<file path="config.mk">
export PLATFORM = sky130hd
export DESIGN_NAME = matmul_sequencer
export DESIGN_NICKNAME = d
export VERILOG_FILES = /design/src/rtl/matmul_sequencer.sv
export SDC_FILE = /design/constraint.sdc
export NUM_CORES = 1
export LEC_CHECK = 0
export BUFFER_PORTS_ARGS = -buffer_cell sky130_fd_sc_hd__buf_2
export CAP_MARGIN = 40
export CORE_MARGIN = 2
export CORE_UTILIZATION = 38
export DETAILED_ROUTE_END_ITERATION = 16
export MAX_ROUTING_LAYER = met4
export SETUP_SLACK_MARGIN = 0.02
export SLEW_MARGIN = 15
export SYNTH_ARGS = -nofsm -noshare
export SYNTH_HDL_FRONTEND = slang
export SYNTH_SLANG_ARGS = --single-unit
</file>
<file path="constraint.sdc">
create_clock -name clk -period 2.77 [get_ports clk]
set_input_delay 0.831 -clock clk [delete_from_list [all_inputs] [get_ports clk]]
set_output_delay 0.831 -clock clk [all_outputs]
set_load 0.005 [all_outputs]
</file>
<file path="src/rtl/matmul_sequencer.sv">
// -----------------------------------------------------------------------------
// matmul_sequencer
//
// Walks one shared MAC datapath through a full N x N by N x N matrix multiply
// C = A x B. For every (i, j, k) triple, k innermost, it issues one operand
// read (A[i*N+k], B[k*N+j]) per cycle with no bubbles. Delay lines carry the
// valid / first-term / last-term / result-address tags alongside the memory
// and MAC latencies, so the MAC strobes and the result write line up with the
// data arriving from the datapath.
//
// Ports
//   clk              rising-edge system clock
//   rst              synchronous, active-low reset
//   START_CONTROLLER level start request, only looked at while idle
//   busy             high while a multiply is in progress
//   DONE             one-cycle completion pulse (last busy cycle)
//   rd_en            operand memory read enable
//   a_addr           A read address  i*N+k
//   b_addr           B read address  k*N+j
//   mac_en           MAC enable, rd_en delayed by RD_LAT
//   mac_clr          with mac_en: load the product (k==0 term)
//   res_we           result write strobe, one per C element
//   res_addr         C write address i*N+j, zero when res_we is low
//
// Every output is driven straight from a flop.
// -----------------------------------------------------------------------------
module matmul_sequencer #(
  parameter int N       = 10,
  parameter int AW      = 7,
  parameter int RD_LAT  = 1,
  parameter int MAC_LAT = 1
) (
  input  logic          clk,
  input  logic          rst,
  input  logic          START_CONTROLLER,
  output logic          busy,
  output logic          DONE,
  output logic          rd_en,
  output logic [AW-1:0] a_addr,
  output logic [AW-1:0] b_addr,
  output logic          mac_en,
  output logic          mac_clr,
  output logic          res_we,
  output logic [AW-1:0] res_addr
);

  localparam int CW = (N > 1) ? $clog2(N) : 1;
  localparam int PL = RD_LAT + MAC_LAT;
  localparam int DW = $clog2(PL + 1);
  localparam logic [CW-1:0] LAST_IDX  = CW'(N - 1);
  localparam logic [DW-1:0] DRAIN_END = DW'(PL);

  typedef enum logic [1:0] {
    S_IDLE  = 2'd0,
    S_ISSUE = 2'd1,
    S_DRAIN = 2'd2,
    S_FIN   = 2'd3
  } state_t;

  state_t state_q, state_d;

  logic [CW-1:0] i_q, i_d;
  logic [CW-1:0] j_q, j_d;
  logic [CW-1:0] k_q, k_d;
  logic [DW-1:0] drain_q, drain_d;

  logic          busy_q, busy_d;
  logic          done_q, done_d;
  logic          rd_en_q, rd_en_d;
  logic [AW-1:0] a_addr_q, a_addr_d;
  logic [AW-1:0] b_addr_q, b_addr_d;
  // Issue-stage tags, already gated by rd_en so the delay lines only ever
  // carry ones for real triples.
  logic          first_q, first_d;
  logic          last_q, last_d;
  logic [AW-1:0] waddr_q, waddr_d;

  logic          last_triple;

  // Row-major linear address r*N+c, truncated to the address width.
  function automatic logic [AW-1:0] lin_addr(input logic [CW-1:0] r,
                                             input logic [CW-1:0] c);
    logic [31:0] t;
    t = 32'(r) * 32'(N) + 32'(c);
    return t[AW-1:0];
  endfunction

  // ---------------------------------------------------------------------------
  // Next-state and registered-output logic
  // ---------------------------------------------------------------------------
  always_comb begin
    state_d     = state_q;
    i_d         = i_q;
    j_d         = j_q;
    k_d         = k_q;
    drain_d     = drain_q;
    busy_d      = 1'b0;
    done_d      = 1'b0;
    rd_en_d     = 1'b0;
    a_addr_d    = '0;
    b_addr_d    = '0;
    first_d     = 1'b0;
    last_d      = 1'b0;
    waddr_d     = '0;
    last_triple = (i_q == LAST_IDX) && (j_q == LAST_IDX) && (k_q == LAST_IDX);

    case (state_q)
      S_IDLE: begin
        i_d     = '0;
        j_d     = '0;
        k_d     = '0;
        drain_d = '0;
        if (START_CONTROLLER) begin
          state_d = S_ISSUE;
        end
      end

      S_ISSUE: begin
        busy_d   = 1'b1;
        rd_en_d  = 1'b1;
        a_addr_d = lin_addr(i_q, k_q);
        b_addr_d = lin_addr(k_q, j_q);
        first_d  = (k_q == '0);
        last_d   = (k_q == LAST_IDX);
        if (k_q == LAST_IDX) begin
          waddr_d = lin_addr(i_q, j_q);
        end

        // k innermost, then j, then i; every wrap is an explicit compare.
        if (k_q == LAST_IDX) begin
          k_d = '0;
          if (j_q == LAST_IDX) begin
            j_d = '0;
            if (i_q == LAST_IDX) begin
              i_d = '0;
            end else begin
              i_d = i_q + CW'(1);
            end
          end else begin
            j_d = j_q + CW'(1);
          end
        end else begin
          k_d = k_q + CW'(1);
        end

        if (last_triple) begin
          state_d = S_DRAIN;
          drain_d = '0;
        end
      end

      S_DRAIN: begin
        // Stay until the final result write has left the delay line; the
        // exit edge is also the one that raises DONE.
        busy_d = 1'b1;
        if (drain_q == DRAIN_END) begin
          state_d = S_FIN;
          done_d  = 1'b1;
          drain_d = '0;
        end else begin
          drain_d = drain_q + DW'(1);
        end
      end

      S_FIN: begin
        state_d = S_IDLE;
      end

      default: begin
        state_d = S_IDLE;
      end
    endcase
  end

  always_ff @(posedge clk) begin
    if (!rst) begin
      state_q  <= S_IDLE;
      i_q      <= '0;
      j_q      <= '0;
      k_q      <= '0;
      drain_q  <= '0;
      busy_q   <= 1'b0;
      done_q   <= 1'b0;
      rd_en_q  <= 1'b0;
      a_addr_q <= '0;
      b_addr_q <= '0;
      first_q  <= 1'b0;
      last_q   <= 1'b0;
      waddr_q  <= '0;
    end else begin
      state_q  <= state_d;
      i_q      <= i_d;
      j_q      <= j_d;
      k_q      <= k_d;
      drain_q  <= drain_d;
      busy_q   <= busy_d;
      done_q   <= done_d;
      rd_en_q  <= rd_en_d;
      a_addr_q <= a_addr_d;
      b_addr_q <= b_addr_d;
      first_q  <= first_d;
      last_q   <= last_d;
      waddr_q  <= waddr_d;
    end
  end

  // ---------------------------------------------------------------------------
  // MAC-side delay line: valid/first tags delayed by the memory read latency.
  // ---------------------------------------------------------------------------
  logic mac_v_q [1:RD_LAT];
  logic mac_f_q [1:RD_LAT];

  genvar gi;
  generate
    for (gi = 1; gi <= RD_LAT; gi++) begin : g_mac_dl
      if (gi == 1) begin : g_head
        always_ff @(posedge clk) begin
          if (!rst) begin
            mac_v_q[gi] <= 1'b0;
            mac_f_q[gi] <= 1'b0;
          end else begin
            mac_v_q[gi] <= rd_en_q;
            mac_f_q[gi] <= first_q;
          end
        end
      end else begin : g_tail
        always_ff @(posedge clk) begin
          if (!rst) begin
            mac_v_q[gi] <= 1'b0;
            mac_f_q[gi] <= 1'b0;
          end else begin
            mac_v_q[gi] <= mac_v_q[gi-1];
            mac_f_q[gi] <= mac_f_q[gi-1];
          end
        end
      end
    end
  endgenerate

  // ---------------------------------------------------------------------------
  // Result-side delay line: last-term tag and C address delayed by the read
  // latency plus the MAC latency, so res_we lands when the sum is complete.
  // ---------------------------------------------------------------------------
  logic          res_l_q [1:PL];
  logic [AW-1:0] res_a_q [1:PL];

  generate
    for (gi = 1; gi <= PL; gi++) begin : g_res_dl
      if (gi == 1) begin : g_head
        always_ff @(posedge clk) begin
          if (!rst) begin
            res_l_q[gi] <= 1'b0;
            res_a_q[gi] <= '0;
          end else begin
            res_l_q[gi] <= last_q;
            res_a_q[gi] <= waddr_q;
          end
        end
      end else begin : g_tail
        always_ff @(posedge clk) begin
          if (!rst) begin
            res_l_q[gi] <= 1'b0;
            res_a_q[gi] <= '0;
          end else begin
            res_l_q[gi] <= res_l_q[gi-1];
            res_a_q[gi] <= res_a_q[gi-1];
          end
        end
      end
    end
  endgenerate

  assign busy     = busy_q;
  assign DONE     = done_q;
  assign rd_en    = rd_en_q;
  assign a_addr   = a_addr_q;
  assign b_addr   = b_addr_q;
  assign mac_en   = mac_v_q[RD_LAT];
  assign mac_clr  = mac_f_q[RD_LAT];
  assign res_we   = res_l_q[PL];
  assign res_addr = res_a_q[PL];

endmodule
</file>
==> qor.yml, run 1 <==
run_status:
  status: "complete, no violations"
clock_tree:
  clk_latency_ps: 320
  htreeDepth: 3
  numCtsBuffers: 9
  clkSinkCount: 60
  cts_root_buf: "clkbuf_8"
  postCtsHoldBufs: 0
  clock_path_buffers: 2
  post_cts_resized: 0
  post_cts_buffers: 0
  cts_tree: "done"
  path_clk_slew_ps: 60
die:
  die_y_um: 87.1
  rows: 30
  start_util: 0.391
  die_area_sq_um: 7590
  boundaryPins: 30
  core_sq_um: 6720
  die_x_um: 87.1
route:
  route.detailed.drc: 0
  dr.pass1.iters: 4
  routed_via_density: 4.80
  vias: 1818
  wirelength_mm: 4.52
  routedWlPerCell_um: 11.9
  postRouteAntennaNets: 0
  drt-initial-drc-count: 45
sta:
  holdWs_ps: 431
  finalCritPeriodShare: 0.780
  tightest_slew_ps: 617
  hold_viol: 0
  slew_headroom: 0.589
  fmax_mhz: 463
  fin_tns_setup_ps: 0
  skew_ps: 4.74
  finalCriticalPeriod_ps: 2160
  rsz0062_at_grt: "false"
  setup_violations: 0
  drv_slew: 0
worst_setup_path:
  cp.arrival_ps: 2420
  cp_slowest_cell: "dfxtp_1"
  crit_fanout: 9
  required_ps: 3030
  crit_buf_inv: 0
  start_kind: "register"
  cp_top_family: "adder cells"
  crit_chain: "ha_1 -> ha_1 -> fa_1 -> nand2_1 -> or3_1 -> a21oi_1"
  critPathMostFrequentCell: "ha_1"
  end_kind: "register"
  cpPeakStageDelay_ps: 520
  path_class: "reg -> reg"
logic_synthesis:
  synth_top_family_by_area: "simple AND/OR/NAND/NOR gates"
  synth_top_area_share: 0.458
  synth.area.top_cells: "dfxtp_1 46%, ha_1 13%, and2_1 5.0%, fa_1 3.8%, a21oi_1 2.9%"
  yosys.area_share.simple: 0.197
  ys_seq_area_frac: 0.458
  synth-compound-area-share: 0.0868
  yosys.area.top_type: "dfxtp_1"
  syn_area_sq_um: 2620
  synthMuxAreaShare: 0.0129
  ys_types: 38
  synth_fp_nets: 297
  synthAdderAreaFrac: 0.167
  yosys_warnings: 0
  synth_edf_count: 0
  ys.flop_type: "dfxtp_1"
  synth_seq_cells: 60
  syn_inst: 262
  yosys.area_share.xor_xnor: 0.0434
  syn_avg_cell_area_sq_um: 10.0
  async_flop_share: 0
layout:
  nFillCells: 646
  final_cells: 379
  final_common_cell: "dfxtp_1"
  syn_to_final_growth_pct: 15.3
  diodes: 0
  drive_gt1_frac: 0.157
  final_nets: 330
  mostFrequentLayoutCells: "60 x dfxtp_1, 29 x buf_2, 27 x ha_1"
power:
  comb_power_share: 0.210
  seqPwrFrac: 0.444
  p_sw_frac: 0.292
  p_int_mw: 1.53
  max-vdd-ir-drop_mv: 0.237
  p_leak_nw: 1.40
  power.switching_uw: 630
  powerDensity_nw_per_um2: 713
  p_clk_frac: 0.346
placed_design:
  portBuffers: 29
  dp_cells: 364
  dp_hpwl_mm: 3.11
  gp_congestion: 0.821
grt:
  antenna_found_initial: 0
  grt_overflow: 0
  grt_pass1_vias: 1700
  grt_pass1_wl_mm: 7.65
  grt_max_degree: 24
  grt_use_total: 0.135
min_path:
  holdCritPathClass: "reg -> reg"
job:
  maxCapViolations: 0
## area by class of cell
| type | instances | area [sq um] | share of cell area |
|---|---|---|---|
| clock inverter | 2 | 35.0 | 0.0116 |
| tap | 80 | 100 | 0.0331 |
| multi-input combinational | 180 | 1330 | 0.440 |
| sequential | 60 | 1200 | 0.397 |
| clock buffer | 13 | 149 | 0.0492 |
| timing repair buffer | 31 | 160 | 0.0529 |
| inverter | 13 | 48.8 | 0.0161 |
## flip-flops by register name, summed over array words and instances (netlist names)
signal	count
b_addr	7
drain_q	2
mac_v_q	1
DONE	1
i_q	4
state_q	2
first_q	1
last_q	1
rd_en	1
waddr_q	7
k_q	4
mac_f_q	1
a_addr	7
res_l_q	2
busy	1
res_a_q	14
j_q	4
## synth_stat cells, drive strengths merged (2+ instances only)
master,count
nor2b,7
or4,3
o21ai,7
nand2b,4
nand2,16
nor2,19
buf,2
and2,21
o31ai,2
ha,27
fa,5
o22ai,2
clkbuf,7
and3,6
xor2,5
dfxtp,60
nand3,7
a31oi,2
a21oi,15
nand3b,6
mux2i,3
or3,2
or2,2
inv,13
xnor2,8
## per-stage QoR
step	setup slack, ps	util	power, mW	area [sq um]
global placement	669	0.423	1.43	2840
detailed placement	631	0.423	1.43	2840
finish	611	0.450	2.16	3030
CTS	613	0.450	2.19	3030
floorplan	751	-	1.35	2620
global route	474	0.450	2.29	3030
## kinds of logic after synthesis
group / after synthesis
compound gates: 37
xor+xnor: 13
fa+ha+maj: 32
buf+inv: 22
flops: 60
mux: 3
simple gates: 95
## final timing paths
path,start,to,slack [ps],cells past startpoint
worst min-delay path,res_a_q[1][3],res_a_q[2][3],430,1
worst max register to register,k_q[1],b_addr[6],610,6
worst max-delay path,k_q[1],b_addr[6],610,6
worst min register to register,res_a_q[1][3],res_a_q[2][3],430,1
## power groups by stage
stage	clock, mW	combinational [mW]	sequential, mW
floorplan	0	0.377	0.968
global placement	0	0.454	0.975
detailed placement	0	0.455	0.977
CTS	0.769	0.459	0.958
global route	0.812	0.514	0.964
finish	0.747	0.452	0.957
## layer usage
metal	routed length [um]	track usage
met3	120	0.0341
met2	2110	0.205
met5	0	-
met1	2210	0.167
met4	82	0.0713
## worst register-to-register path, cell delays in order (launching register included)
cell and delay, ps:
dfxtp_1 520, ha_1 300, ha_1 210, fa_1 520
nand2_1 80, or3_1 340, a21oi_1 140
(Power assumes the default switching activity.)
==> run 2: changes to the inputs <==
==> constraint.sdc (replaced) <==
create_clock -name clk -period 1.9 [get_ports clk]
set_input_delay 0.57 -clock clk [delete_from_list [all_inputs] [get_ports clk]]
set_output_delay 0.57 -clock clk [all_outputs]
set_load 0.005 [all_outputs]
==> run 2 against run 1 <==
Final cell count grew 4.7%. Register-to-register slack lost 560 ps. Worst setup slack lost 560 ps. Design area grew 7.2%. Critical path type unchanged. Highest routed layer unchanged.
==> qor.yml, run 2 (same netlist as run 1, synthesis figures left out) <==
worst_setup_path:
  crit_fanout: 2
  required_ps: 2170
  crit_chain: "ha_4 -> ha_4 -> fa_1 -> xor2_1 -> or3_1 -> a21oi_2"
  cp_top_family: "adder cells"
  crit_buf_inv: 0
  cpPeakStageDelay_ps: 400
  start_kind: "register"
  path_class: "reg -> reg"
  end_kind: "register"
  ff2ff_setup_slack_ps: 50
  critPathMostFrequentCell: "ha_4"
  cp_slowest_cell: "fa_1"
  cp.arrival_ps: 2120
layout:
  final_nets: 347
  diodes: 0
  mostFrequentLayoutCells: "57 x dfxtp_1, 29 x buf_2, 24 x ha_1"
  syn_to_final_growth_pct: 23.6
  fin_area_sq_um: 3240
  nFillCells: 610
  final_common_cell: "dfxtp_1"
  regMostFlops: "res_a_q"
  largest_register_ffs: 14
  fin_util: 0.483
  regArea_sq_um: 1210
  drive_gt1_frac: 0.249
  multi_input_comb_area_sq_um: 1380
grt:
  grt_pass1_wl_mm: 8.25
  use_met1: 0.174
  grt_use_total: 0.146
  grt_overflow: 0
  antenna_found_initial: 0
  met2_usage: 0.233
  globalRouteMet3Util: 0.0370
  grt_pass1_vias: 1787
  top_usage_layer: "met2"
  grt_max_degree: 19
power:
  p_leak_nw: 1.50
  powerDensity_nw_per_um2: 1050
  p_total_mw: 3.40
  max-vdd-ir-drop_mv: 0.371
sta:
  setup_violations: 0
  rsz0062_at_grt: "true"
  tightest_slew_ps: 403
  finalWorstSetupSlack_ps: 46.5
  fmax_mhz: 540
  holdWs_ps: 431
  skew_ps: 7.39
  finalCritPeriodShare: 0.976
  drv_slew: 0
  slew_headroom: 0.726
  finalCriticalPeriod_ps: 1850
  hold_viol: 0
route:
  routedWlPerCell_um: 12.5
  dr.pass1.iters: 4
  route.detailed.drc: 0
  postRouteAntennaNets: 0
  wirelength_mm: 4.95
  vias: 1936
  routed_via_density: 4.88
  drt-initial-drc-count: 60
die:
  core_sq_um: 6720
  start_util: 0.391
  die_x_um: 87.1
  rows: 30
  boundaryPins: 30
  die_area_sq_um: 7590
  die_y_um: 87.1
clock_tree:
  postCtsHoldBufs: 0
  clock_path_buffers: 2
  clkSinkCount: 60
  htreeDepth: 3
  clk_latency_ps: 330
  post_cts_buffers: 0
  cts_root_buf: "clkbuf_8"
  numCtsBuffers: 9
  cts_tree: "done"
  path_clk_slew_ps: 70
placed_design:
  gp_congestion: 0.780
  portBuffers: 29
  dp_hpwl_mm: 3.56
  dp_worst_setup_slack_ps: -1.61
  placed_cell_area_sq_um: 3010
min_path:
  holdCritPathClass: "reg -> reg"
job:
  maxCapViolations: 0
run_status:
  status: "complete, no violations"
## run 2: final cells by class
type | count | area share
clock inverters | 3 | 0.0131
clock buffers | 13 | 0.0552
well taps | 80 | 0.0309
repair buffers | 48 | 0.0887
flip-flops and latches | 60 | 0.373
multi-input cells | 180 | 0.424
inverters | 13 | 0.0150
## run 2: through the flow
step / TNS, ps / std cells
2_1_floorplan: 0 / 262
3_3_place_gp: 0 / 381
3_5_place_dp: -1.61 / 381
4_1_cts: 0 / 397
5_1_grt: -44.8 / 397
6_report: 0 / 397
## run 2: where the power goes
group | internal, mW | total (mW) | switching [mW]
registers | 1.33 | 1.36 | 0.0316
clock network | 0.747 | 1.23 | 0.481
logic | 0.340 | 0.809 | 0.469
total | 2.42 | 3.40 | 0.981
## run 2: worst paths after layout
check / from / depth (start not counted) / to
min reg2reg: res_a_q[1][1] / 1 / res_a_q[2][1]
max: k_q[3] / 6 / b_addr[6]
max reg2reg: k_q[3] / 6 / b_addr[6]
min: res_a_q[1][1] / 1 / res_a_q[2][1]
## run 2: per-layer routing
metal / vias to the layer above / share of wire
li1: 981 / -
met1: 914 / 0.48
met2: 33 / 0.47
met3: 8 / 0.028
met4: 0 / 0.019
met5: - / 0
## run 2: repair_timing
item,in CTS,in global routing
setup endpoints to repair,1,6
gates resized for setup,0,4
pin swaps,2,7
